==> config.mk <==
export PLATFORM = sky130hd
export DESIGN_NAME = pipeline_controller
export DESIGN_NICKNAME = d
export VERILOG_FILES = /design/src/rtl/pipeline_controller_pkg.sv /design/src/rtl/sat_counter.sv /design/src/rtl/pipeline_controller.sv
export SDC_FILE = /design/constraint.sdc
export NUM_CORES = 1
export LEC_CHECK = 0
export BUFFER_PORTS_ARGS = -buffer_cell sky130_fd_sc_hd__buf_2
export CAP_MARGIN = 15
export CORE_ASPECT_RATIO = 2
export CORE_MARGIN = 2
export CORE_UTILIZATION = 47
export DETAILED_ROUTE_END_ITERATION = 7
export GPL_TIMING_DRIVEN = 1
export PLACE_DENSITY = 0.78
export SYNTH_ARGS = -nofsm -noshare
export SYNTH_HDL_FRONTEND = slang
export SYNTH_SLANG_ARGS = --single-unit
==> constraint.sdc <==
create_clock -name clk -period 2.68 [get_ports clk]
set_input_delay 0 -clock clk [delete_from_list [all_inputs] [get_ports clk]]
set_output_delay 0 -clock clk [all_outputs]
set_load 0.1 [all_outputs]
==> src/rtl/pipeline_controller_pkg.sv <==
// Shared processor package: pipeline-controller state encoding and
// performance-counter width.
package pipeline_controller_pkg;

   typedef enum logic [1:0] {
      RUN      = 2'b00,
      MEM_WAIT = 2'b01,
      REDIRECT = 2'b10
   } state_t;

   localparam int unsigned CNT_W = 16;

endpackage

==> src/rtl/sat_counter.sv <==
// Saturating up-counter with synchronous clear; holds at all-ones.
import pipeline_controller_pkg::*;

module sat_counter #(
   parameter int unsigned W = CNT_W
) (
   input  logic         clk,
   input  logic         reset,
   input  logic         clr,
   input  logic         inc,
   output logic [W-1:0] count
);

   // Clear wins over increment; increment stops at the top value.
   always_ff @(posedge clk) begin
      if (reset || clr)
         count <= '0;
      else if (inc && (count != '1))
         count <= count + 1'b1;
   end

endmodule

==> src/rtl/pipeline_controller.sv <==
// Pipeline hazard/flow controller: memory-wait freeze, taken-branch
// redirect, load-use bubble, plus stall/flush performance counters.
import pipeline_controller_pkg::*;

module pipeline_controller (
   input  logic             clk,
   input  logic             reset,
   input  logic             ex_memread,
   input  logic [4:0]       ex_rd,
   input  logic [4:0]       id_rs1,
   input  logic [4:0]       id_rs2,
   input  logic             id_use_rs1,
   input  logic             id_use_rs2,
   input  logic             ex_branch_taken,
   input  logic             mem_req,
   input  logic             mem_ready,
   input  logic             perf_clr,
   output logic             PC_EN,
   output logic             PC_SEL,
   output logic             IFID_EN,
   output logic             IFID_FLUSH,
   output logic             IDEX_EN,
   output logic             IDEX_FLUSH,
   output logic             EXMEM_EN,
   output logic             MEMWB_FLUSH,
   output logic [1:0]       STATE,
   output logic [CNT_W-1:0] STALL_CNT,
   output logic [CNT_W-1:0] FLUSH_CNT
);

   state_t state_q;
   state_t state_d;
   logic   mem_wait;
   logic   load_use;
   logic   stall_inc;
   logic   flush_inc;

   // Hazard detection: data-memory freeze and load-use on a real register.
   always_comb begin
      mem_wait = mem_req && !mem_ready;
      load_use = ex_memread && (ex_rd != '0) &&
                 (((ex_rd == id_rs1) && id_use_rs1) ||
                  ((ex_rd == id_rs2) && id_use_rs2));
   end

   // Control outputs and next state; priority is reset > memory wait >
   // taken branch > per-state behaviour (redirect flush or load-use bubble).
   always_comb begin
      PC_EN       = 1'b1;
      PC_SEL      = 1'b0;
      IFID_EN     = 1'b1;
      IFID_FLUSH  = 1'b0;
      IDEX_EN     = 1'b1;
      IDEX_FLUSH  = 1'b0;
      EXMEM_EN    = 1'b1;
      MEMWB_FLUSH = 1'b0;
      state_d     = RUN;
      if (reset) begin
         PC_EN       = 1'b0;
         IFID_EN     = 1'b0;
         IDEX_EN     = 1'b0;
         EXMEM_EN    = 1'b0;
         IFID_FLUSH  = 1'b1;
         IDEX_FLUSH  = 1'b1;
         MEMWB_FLUSH = 1'b1;
      end else if (mem_wait) begin
         PC_EN       = 1'b0;
         IFID_EN     = 1'b0;
         IDEX_EN     = 1'b0;
         EXMEM_EN    = 1'b0;
         MEMWB_FLUSH = 1'b1;
         state_d     = MEM_WAIT;
      end else if (ex_branch_taken) begin
         PC_SEL      = 1'b1;
         IFID_FLUSH  = 1'b1;
         IDEX_FLUSH  = 1'b1;
         state_d     = REDIRECT;
      end else begin
         case (state_q)
            RUN: begin
               if (load_use) begin
                  PC_EN      = 1'b0;
                  IFID_EN    = 1'b0;
                  IDEX_FLUSH = 1'b1;
               end
            end
            // Second wrong-path fetch arrives one cycle late (registered imem).
            REDIRECT: IFID_FLUSH = 1'b1;
            default: ;
         endcase
      end
   end

   // State register; the unused 2'b11 encoding falls back to RUN via state_d.
   always_ff @(posedge clk) begin
      if (reset)
         state_q <= RUN;
      else
         state_q <= state_d;
   end

   // Counter increment conditions; reset-forced PC_EN=0 is not a stall.
   always_comb begin
      stall_inc = !reset && !PC_EN;
      flush_inc = PC_SEL;
   end

   assign STATE = state_q;

   sat_counter #(.W(CNT_W)) u_stall_cnt (
      .clk   (clk),
      .reset (reset),
      .clr   (perf_clr),
      .inc   (stall_inc),
      .count (STALL_CNT)
   );

   sat_counter #(.W(CNT_W)) u_flush_cnt (
      .clk   (clk),
      .reset (reset),
      .clr   (perf_clr),
      .inc   (flush_inc),
      .count (FLUSH_CNT)
   );

endmodule

# Yosys cells after proc, flatten, opt, wreduce, memory -nomap -nowiden
# Cells that the tools add are included.
# totals
ff_bits	34
inputBits	24
out_inout_bits	42
elab_cells	50
# classes
add_sub_neg	2
eq_ne	5
muxes	23
reduce_logical	16
# op_table
op	n
$add A16 B1 Y16 const B	2
$ne A16 B16 Y1 const B	2
$mux W1	22
$eq A5 B5 Y1	2
$logic_and A1 B1 Y1	8
$reduce_bool A5 Y1	1
$logic_not A1 Y1	3
$eq A2 B2 Y1 const B	1
$logic_not A2 Y1	1
$logic_or A1 B1 Y1	2
$mux W2	1
$reduce_or A2 Y1	1

# Logic depth before layout (Yosys ltp)
# Gate-level depths: netlist of run 1.
# logic_depth
ltp_word	12
depth_mapped	9

# Cells and area by module
# A second synthesis of run 1 with hierarchy kept.
# hier_totals
hier_cells	225
area_unflattened_um2	1983.2
# modules_own_cells
mod	n_inst	cells_per_inst	area_each_um2	seq_area_each_um2
sat_counter	2	95	847.1	320.3
pipeline_controller	1	35	289.0	40.0

# Worst setup path after synthesis of run 1
# OpenSTA, ideal clock, no wires.
# synth_timing
path_kind	input to register
startpoint	in mem_ready
endpoint	reg u_flush_cnt.count[4]
setup_time_ns	0.067
arrival_ns	3.397
path_slack_ns	-0.784
stages	7
n_path_buf	1
path_cell_list	nand2b_1 nor3b_1 o21a_1 clkbuf_1 nand4_1 xor2_1 nor2_1
# synth_between
elab_chain_len	5
# synth_rtl
item	line	rtl
start: declaration	pipeline_controller.sv:16	input logic mem_ready,
$logic_not A1 Y1	pipeline_controller.sv:40	mem_wait = mem_req && !mem_ready;
$logic_and A1 B1 Y1	pipeline_controller.sv:40	
$mux W1	pipeline_controller.sv:66	end else if (mem_wait) begin
$mux W1	pipeline_controller.sv:58	if (reset) begin
via PC_SEL	pipeline_controller.sv:19	output logic PC_SEL,
$logic_and A1 B1 Y1	sat_counter.sv:18	else if (inc && (count != '1))
end signal: assignment	sat_counter.sv:19	count <= count + 1'b1;
end: declaration	sat_counter.sv:11	output logic [W-1:0] count
# The timed path passes the listed nets, and every way through them passes these cells.
# A chain may end at the register's enable or synchronous reset.

# Worst setup path after layout of run 1
# layout_timing
startpoint	reg u_stall_cnt.count[0]
endpoint	reg u_stall_cnt.count[1]
# layout_between
elab_chain_len	2
word_cells_on_any_way	3
# layout_rtl
item	line
start: declaration	sat_counter.sv:11
start signal: assignment	sat_counter.sv:19
parallel branches: the longest is 2 deep, another holds $add A16 B1 Y16	n/a
# Several ways; the timed one is not identified.

==> flow_metrics.env, run 1 <==
export IMPL_outcome="finished clean"
export IMPL_synthCells=218
export IMPL_finClkSkew_ps=4.17
export IMPL_grt_antenna_before_repair=0
export IMPL_final_setup_tns_ps=0
export IMPL_synth_top_area_cell="dfxtp_1"
export IMPL_via_per_inst=5.35
export IMPL_grt_max_degree=33
export IMPL_yosys_warnings=0
export IMPL_synth_nets=244
export IMPL_cts_buffers_inserted=5
export IMPL_total_power_uw=1040
export IMPL_cts_resized=0
export IMPL_p_int_uw=726
export IMPL_worstSetupPathType="flip-flop to flip-flop"
export IMPL_insertion_delay_ps=290
export IMPL_synth_yosys_seq_area_share_pct=36.5
export IMPL_die_w_um=48.5
export IMPL_critPathMaxFanout=22
export IMPL_die_h_um=93.0
export IMPL_rsz0062_at_grt="no"
export IMPL_synth_common_cells="34 x dfxtp_1, 23 x nor2_1, 14 x a21oi_1, 14 x xnor2_1, 13 x or3_1"
export IMPL_synth_ff_type="dfxtp_1"
export IMPL_cp_start_kind="flip-flop"
export IMPL_num_fill_cells=387
export IMPL_p_per_area_nw_per_um2=452
export IMPL_required_ps=2830
export IMPL_pin_count=66
export IMPL_vias=1780
export IMPL_p_sw_uw=310
export IMPL_wl_per_cell_um=13.1
export IMPL_power_static_leakage_uw=0.000950
export IMPL_swShare_pct=29.9
export IMPL_slew_headroom_pct=57.2
export IMPL_areaGrowthSynthToFinish_pct=23.0
export IMPL_hold_viol=0
export IMPL_track_usage_pct=21.6
export IMPL_grt_pass1_wl_mm=7.70
export IMPL_hpwl_mm=3.27
export IMPL_drt_iter0_drc=23
export IMPL_ys_ff_latch=34
export IMPL_final_util_pct=59.6
export IMPL_cap_viol_max_count=0
export IMPL_cts_sinks=34
export IMPL_grt_pass1_vias=1803
export IMPL_pwr_share_comb_pct=16.4
export IMPL_clock_fmax_mhz=475
export IMPL_drive_above_1_share_pct=32.3
export IMPL_power_clock_fraction_pct=34.4
export IMPL_nets=308
export IMPL_synth_most_common_cell="dfxtp_1"
export IMPL_hold_class="primary input to flip-flop"
export IMPL_drc_errors=0
export IMPL_portBuffers=65
export IMPL_slew_violations=0
export IMPL_ff2ff_setup_slack_ps=580
export IMPL_worstMarginPinSlew_ps=642
export IMPL_syn_avg_cell_area_um2=8.55
export IMPL_place_gp_congestion=0.751
export IMPL_overflow=0
export IMPL_seqPwrFrac_pct=49.2
export IMPL_postCtsHoldBufs=1
export IMPL_synthArstFlopShare_pct=0
export IMPL_antenna_diode_count=0
export IMPL_cts_htree_levels=2
export IMPL_synth_cell_types=39
export IMPL_ant_nets=0
export IMPL_fin_crit_ps=2100
export IMPL_cts_tree="yes"
export IMPL_fp_row_count=32
export IMPL_routed_wl_mm=4.38
export IMPL_die_area_um2=4510
export IMPL_clk_pin_slew_ps=70
export IMPL_endpoint_kind="flip-flop"
export IMPL_drt_pre_antenna_iters=4
export IMPL_cts_root_buf="clkbuf_8"
export IMPL_min_period_over_period_pct=78.5
export IMPL_crit_arrival_ps=2260
export IMPL_syn_area_um2=1860
export IMPL_netlist_area_leader_share_pct=36.5
export IMPL_ys_top_cells_by_area="dfxtp_1 37%, xnor2_1 6.6%, xor2_1 5.2%"
export IMPL_coreArea_um2=3840
export IMPL_postCtsSetupRepairBufs=0
export IMPL_synth_edf_count=0
export IMPL_ir_drop_mv=0.405
export IMPL_cts_buffer_depth=2
export IMPL_start_util_pct=48.5
export IMPL_setup_viol=0
-- area by class of cell --
| class | count | area (um2) | share of cell area (%) |
|---|---|---|---|
| Multi-Input combinational cell | 168 | 1100 | 48.0 |
| Sequential cell | 34 | 683 | 29.8 |
| Timing Repair Buffer | 67 | 343 | 15.0 |
| Clock inverter | 2 | 10.0 | 0.437 |
| Clock buffer | 5 | 68.8 | 3.00 |
| Inverter | 6 | 22.5 | 0.983 |
| Tap cell | 51 | 63.8 | 2.79 |
-- sequential cells by signal (all words and copies together), names as in the netlist --
signal / flops
u_flush_cnt.count: 16
u_stall_cnt.count: 16
STATE: 2
-- cells by family (layout without fill, tap and decap cells) --
| group | Yosys count | in the layout | share of synthesized area [%] |
|---|---|---|---|
| XOR/XNOR | 25 | 25 | 11.8 |
| flip-flops | 34 | 34 | 36.5 |
| multiplexers | 3 | 3 | 1.61 |
| buffers and inverters | 16 | 80 | 5.31 |
| AND/OR/NAND/NOR | 100 | 100 | 30.8 |
| AO/OA/AOI/OAI | 38 | 38 | 12.6 |
| adder cells (fa/ha/maj) | 2 | 2 | 1.34 |
-- final timing paths --
check / end / cells past startpoint / startpoint
setup / recovery: u_stall_cnt.count[1] / 8 / u_stall_cnt.count[0]
hold / removal: STATE[1] / 3 / mem_req
setup reg to reg: u_stall_cnt.count[1] / 8 / u_stall_cnt.count[0]
hold reg to reg: u_stall_cnt.count[15] / 2 / u_stall_cnt.count[15]
-- metal layers --
metal	global-route usage (%)	routed length, um	part of all wire (%)	up-vias
met5	0	0	0	-
met4	12.4	126	2.9	0
met2	42.5	2480	57	40
li1	-	-	-	902
met3	3.99	179	4.1	12
met1	20.1	1590	36	826
-- critical path: stages (launching register included) --
cell     delay, ps
dfxtp_2        360
ha_1           190
nand4_1        190
nor4_1         530
nor3_2          80
a21oi_2        140
buf_4          230
mux2i_1        200
nor2_1          50
-- power by group through the flow --
stage               clock [uW]  combinational [uW]  sequential [uW]
floorplan                    0                 119              538
global placement             0                 169              521
detailed placement           0                 170              521
CTS                        371                 172              510
global route               381                 181              510
finish                     356                 170              510
-- cells in the final DEF, fill, tap and decap left out, drive strengths merged, types with 3 or more instances in the layout --
master and instances:
nand2b 4, nor3 3, nand4 11, or3 13, buf 66, and4 3, nor2 23, o21ai 14
inv 6, mux2i 3, nor3b 3, xnor2 14, nor4 3, and3 7, dfxtp 34, a21oi 19
clkbuf 5, nand3 12, or2 4, xor2 11, nand2 10
-- through the flow --
stage	cells	hold slack, ps	worst slack, ps	area [um2]
finish	333	63.3	576	2290
global route	333	85.2	487	2290
CTS	333	56.0	612	2290
detailed placement	325	265	632	2200
global placement	325	267	683	2200
floorplan	218	75.8	92.3	1880
(Power assumes the default switching activity.)
==> inputs of run 2 (changes only) <==
Settings changed: ABC_AREA from default to 1, PLACE_DENSITY 0.78 to 0.76.
Clock period 2.68 ns to 2.07 ns, I/O delays scaled along.
==> run 2 against run 1 <==
Against the previous run:
- clock power rose by 40%
- non-clock buffer count rose by 1
- final cell count rose by 43%
- synthesized area rose by 19%
- die area rose by 18%
- sequential cell count did not move
- largest power group unchanged
==> flow_metrics.env, run 2 <==
export IMPL_place_inst=467
export IMPL_drive_above_1_share_pct=29.5
export IMPL_drc_errors=0
export IMPL_layout_common_cells="95 x nand2_1, 65 x buf_2, 52 x nor2_1, 49 x inv_1"
export IMPL_synthArstFlopShare_pct=0
export IMPL_synth_cell_types=31
export IMPL_drt_iter0_drc=51
export IMPL_slew_violations=0
export IMPL_seq_area_um2=713
export IMPL_grt_util_met3_pct=3.56
export IMPL_required_ps=2240
export IMPL_cts_resized=0
export IMPL_cts_htree_levels=2
export IMPL_ant_nets=0
export IMPL_portBuffers=65
export IMPL_endpoint_kind="flip-flop"
export IMPL_synth_top_area_cell="dfxtp_1"
export IMPL_postCtsSetupRepairBufs=0
export IMPL_grt_pass1_wl_mm=8.97
export IMPL_final_setup_tns_ps=0
export IMPL_critPathMaxFanout=8
export IMPL_die_w_um=52.6
export IMPL_synth_edf_count=0
export IMPL_start_util_pct=48.7
export IMPL_insertion_delay_ps=280
export IMPL_num_fill_cells=473
export IMPL_die_h_um=101
export IMPL_cap_viol_max_count=0
export IMPL_synth_most_common_cell="nand2_1"
export IMPL_final_common_cell="nand2_1"
export IMPL_busiest_layer="met2"
export IMPL_min_period_over_period_pct=88.4
export IMPL_rsz0062_at_grt="no"
export IMPL_grt_max_degree=20
export IMPL_worstSetupPathType="flip-flop to flip-flop"
export IMPL_crit_arrival_ps=2000
export IMPL_fin_crit_ps=1830
export IMPL_grt_antenna_before_repair=0
export IMPL_synth_yosys_seq_area_share_pct=30.7
export IMPL_overflow=0
export IMPL_nets=445
export IMPL_ir_drop_mv=0.425
export IMPL_synth_ff_type="dfxtp_1"
export IMPL_total_power_uw=1500
export IMPL_power_static_leakage_uw=0.00134
export IMPL_ys_top_cells_by_area="dfxtp_1 31%, nand2_1 16%, nor2_1 8.8%"
export IMPL_hold_viol=0
export IMPL_outcome="finished clean"
export IMPL_cp_start_kind="flip-flop"
export IMPL_drt_pre_antenna_iters=4
export IMPL_routed_wl_mm=5.42
export IMPL_vias=2370
export IMPL_yosys_warnings=0
export IMPL_areaGrowthSynthToFinish_pct=21.9
export IMPL_place_gp_congestion=0.898
export IMPL_wl_per_cell_um=11.4
export IMPL_cts_root_buf="clkbuf_8"
export IMPL_final_cells=475
export IMPL_ys_ff_latch=34
export IMPL_grt_pass1_vias=2237
export IMPL_coreArea_um2=4550
export IMPL_die_area_um2=5310
export IMPL_cts_buffers_inserted=5
export IMPL_synth_nets=379
export IMPL_via_per_inst=4.99
export IMPL_hpwl_mm=4.35
export IMPL_syn_area_um2=2220
export IMPL_syn_avg_cell_area_um2=6.28
export IMPL_synthCells=353
export IMPL_postCtsHoldBufs=0
export IMPL_slew_headroom_pct=67.3
export IMPL_fp_row_count=35
export IMPL_p_per_area_nw_per_um2=555
export IMPL_cts_buffer_depth=2
export IMPL_hold_class="primary input to flip-flop"
export IMPL_antenna_diode_count=0
export IMPL_finClkSkew_ps=2.24
export IMPL_worstMarginPinSlew_ps=489
export IMPL_gr_usage_met1_pct=19.5
export IMPL_setup_viol=0
export IMPL_grt_util_met2_pct=42.5
export IMPL_clk_pin_slew_ps=70
export IMPL_cts_tree="yes"
export IMPL_multi_input_area_um2=1270
export IMPL_netlist_area_leader_share_pct=30.7
export IMPL_track_usage_pct=21.9
export IMPL_pre_cts_slack_ps=265
export IMPL_cts_sinks=34
export IMPL_synth_common_cells="95 x nand2_1, 52 x nor2_1, 50 x inv_1, 34 x dfxtp_1, 20 x nand3_1"
export IMPL_pin_count=66
export IMPL_finalWorstSetupSlack_ps=241
export IMPL_clock_fmax_mhz=547
run 2: cell types whose count changed in the layout (fill, tap and decap cells not counted), moves of 13 or more:
| cell | delta |
|---|---|
| dfxtp_2 | +18 |
| dfxtp_1 | -20 |
| nand2_1 | +85 |
| or3_1 | -13 |
| inv_1 | +43 |
| nor2_1 | +30 |
run 2: where the power goes:
group          internal [uW]  leakage (uW)  switching, uW
combinational           70.8       0.00101            255
sequential               663      0.000286           10.9
clock                    268     0.0000482            231
run 2: routing by layer:
layer / routed length, um / share of wire (%)
met1: 1860 / 34
met2: 3110 / 57
met3: 232 / 4.3
met4: 214 / 3.9
met5: 0 / 0
run 2: cell type report:
type,instances,area share (%)
Multi-Input combinational cell,256,47.1
Sequential cell,34,26.4
Timing Repair Buffer,68,12.9
Inverter,54,7.65
Clock buffer,7,3.20
Tap cell,55,2.55
Clock inverter,1,0.185
run 2: kinds of logic (layout without fill, tap and decap cells):
logic type,count (synthesis),in the layout,synth area share [%]
and+or+nand+nor,208,208,42.7
buffers and inverters,63,130,12.3
DFF,34,34,30.7
AOI/OAI and AO/OA,30,30,6.89
xor gates and xnor gates,16,16,6.32
adders and majority gates,2,2,1.13
run 2: final timing paths:
| kind | from | endpoint | slack (ps) | cells after the start |
|---|---|---|---|---|
| worst max register to register | u_stall_cnt.count[0] | u_stall_cnt.count[8] | 240 | 12 |
| worst max-delay path | u_stall_cnt.count[0] | u_stall_cnt.count[8] | 240 | 12 |
| worst min register to register | u_flush_cnt.count[0] | u_flush_cnt.count[0] | 460 | 1 |
| worst min-delay path | reset | STATE[0] | 50 | 2 |
run 2: per-stage QoR:
step	instance area [um2]	utilization [%]	hold WS, ps
after global routing	2700	59.3	61.3
after CTS	2700	59.3	33.3
after global placement	2610	57.3	326
final	2700	59.3	46.3
after detailed placement	2610	57.3	333
after floorplan	2260	-	86.1
run 2: critical path, cell delays in order, from the launching register on:
cell      delay [ps]
dfxtp_4          360
ha_1             230
nand2_2          100
nor2_4            40
nand2_2           80
nor2_4            50
nand4_2           60
nor2_2            40
nor2_2           320
buf_4            230
nand3b_1          90
nand2_1           80
nor2_1            40
==> inputs of run 3 (changes only) <==
Settings changed: CELL_PAD_IN_SITES_DETAIL_PLACEMENT from default to 0, CELL_PAD_IN_SITES_GLOBAL_PLACEMENT from default to 2, CORE_UTILIZATION 47 to 26, PLACE_DENSITY 0.76 to 0.81.
==> run 3 against run 2 <==
Against the previous run:
- maximum frequency increased by 3.7%
- critical path depth decreased by 3
- die area increased by 75%
- clock skew about the same
- hold slack improved by 25 ps
- first-iteration DRC count increased by 24%
- critical path type unchanged
==> flow_metrics.env, run 3 (synthesis results as in run 2) <==
export IMPL_vias=2330
export IMPL_hold_viol=0
export IMPL_cap_viol_max_count=0
export IMPL_via_per_inst=4.49
export IMPL_drive_above_1_share_pct=29.2
export IMPL_hold_class="primary input to flip-flop"
export IMPL_postCtsHoldBufs=0
export IMPL_drt_pre_antenna_iters=4
export IMPL_worstSetupPathType="flip-flop to flip-flop"
export IMPL_coreArea_um2=8290
export IMPL_start_util_pct=26.7
export IMPL_cts_sinks=34
export IMPL_finClkSkew_ps=2.55
export IMPL_areaGrowthSynthToFinish_pct=26.9
export IMPL_min_period_over_period_pct=85.2
export IMPL_worstMarginPinSlew_ps=493
export IMPL_grt_pass1_vias=2269
export IMPL_critPathMaxFanout=6
export IMPL_cts_buffers_inserted=5
export IMPL_worst_path_largest_cell_delay_ps=370
export IMPL_clk_pin_slew_ps=60
export IMPL_slew_violations=0
export IMPL_grt_antenna_before_repair=0
export IMPL_pin_count=66
export IMPL_rsz0062_at_grt="no"
export IMPL_p_per_area_nw_per_um2=617
export IMPL_final_util_pct=33.9
export IMPL_track_usage_pct=14.1
export IMPL_required_ps=2240
export IMPL_ant_nets=0
export IMPL_final_setup_tns_ps=0
export IMPL_layout_common_cells="95 x nand2_1, 65 x buf_2, 52 x nor2_1, 49 x inv_1"
export IMPL_place_gp_congestion=0.772
export IMPL_cts_buffer_depth=2
export IMPL_die_area_um2=9320
export IMPL_clock_fmax_mhz=567
export IMPL_grt_max_degree=20
export IMPL_ir_drop_mv=0.329
export IMPL_cts_htree_levels=2
export IMPL_die_h_um=135
export IMPL_cp_start_kind="flip-flop"
export IMPL_cp_slowest_cell="dfxtp_2"
export IMPL_insertion_delay_ps=280
export IMPL_die_w_um=69.3
export IMPL_crit_arrival_ps=1940
export IMPL_drc_errors=0
export IMPL_portBuffers=65
export IMPL_cts_root_buf="clkbuf_16"
export IMPL_cts_tree="yes"
export IMPL_drt_iter0_drc=63
export IMPL_grt_pass1_wl_mm=10.5
export IMPL_setup_viol=0
export IMPL_routed_wl_mm=6.31
export IMPL_fin_crit_ps=1760
export IMPL_hpwl_mm=5.15
export IMPL_crit_chain="nand3_1 -> nor2_1 -> inv_1 -> nor2_1 -> nand3_1 -> nor3_1 -> nand3_1 -> nand2_1 -> nor2_1"
export IMPL_final_common_cell="nand2_1"
export IMPL_slew_headroom_pct=67.3
export IMPL_antenna_diode_count=0
export IMPL_endpoint_kind="flip-flop"
export IMPL_fp_row_count=47
export IMPL_postCtsSetupRepairBufs=0
export IMPL_overflow=0
export IMPL_power_static_leakage_uw=0.00137
export IMPL_nets=446
export IMPL_outcome="finished clean"
export IMPL_wl_per_cell_um=12.2
-- run 3: cell count changes in the layout (fill, tap and decap cells not counted), sizes merged --
| cell | delta |
|---|---|
| buf | +1 |
| clkbuf | +1 |
| clkinv | -1 |
-- run 3: worst paths after layout --
| path | startpoint | to | slack [ps] | depth (start not counted) |
|---|---|---|---|---|
| setup reg to reg | u_flush_cnt.count[2] | u_flush_cnt.count[11] | 310 | 9 |
| hold / removal | reset | STATE[0] | 70 | 2 |
| setup / recovery | u_flush_cnt.count[2] | u_flush_cnt.count[11] | 310 | 9 |
| hold reg to reg | u_flush_cnt.count[0] | u_flush_cnt.count[0] | 460 | 1 |
-- run 3: worst max-delay path, delay by kind of cell, from the launching register on --
family / cells / cell delay, ps
DFF: 1 / 370
buffers and inverters: 1 / 80
and+or+nand+nor: 8 / 1210
-- run 3: power by group --
part	switching [uW]	total, uW	internal, uW
clock	283	731	448
combinational	256	328	71.8
sequential	11.1	675	664
total	551	1730	1180
-- run 3: stage by stage --
step / cell area [um2] / hold WS [ps] / instances / power (uW) / setup slack [ps]
detailed placement: 2670 / 348 / 511 / 1020 / 92.0
floorplan: 2260 / 86.1 / 353 / 952 / 8.71
finish: 2810 / 70.8 / 519 / 1730 / 306
global route: 2810 / 82.2 / 519 / 1810 / 113
CTS: 2810 / 55.9 / 519 / 1760 / 71.0
global placement: 2670 / 347 / 511 / 1020 / 118
-- run 3: timing repair --
action                                 CTS  global route
gates resized for setup                  0             1
endpoints found under the hold margin    0             0
setup endpoints to repair                0            10
-- run 3: cell type report --
| cell class | instances | area, um2 |
|---|---|---|
| Clock buffer | 8 | 136 |
| Inverter | 54 | 206 |
| Multi-Input combinational cell | 256 | 1280 |
| Tap cell | 98 | 123 |
| Sequential cell | 34 | 713 |
| Timing Repair Buffer | 69 | 355 |
| Fill cell | 950 | 5480 |
-- run 3: layer usage --
metal	global-route usage, %	vias up	routed length [um]
li1	-	1227	-
met1	12.5	1048	2150
met2	29.6	46	3810
met3	2.69	9	229
met4	5.77	0	127
met5	0	-	0
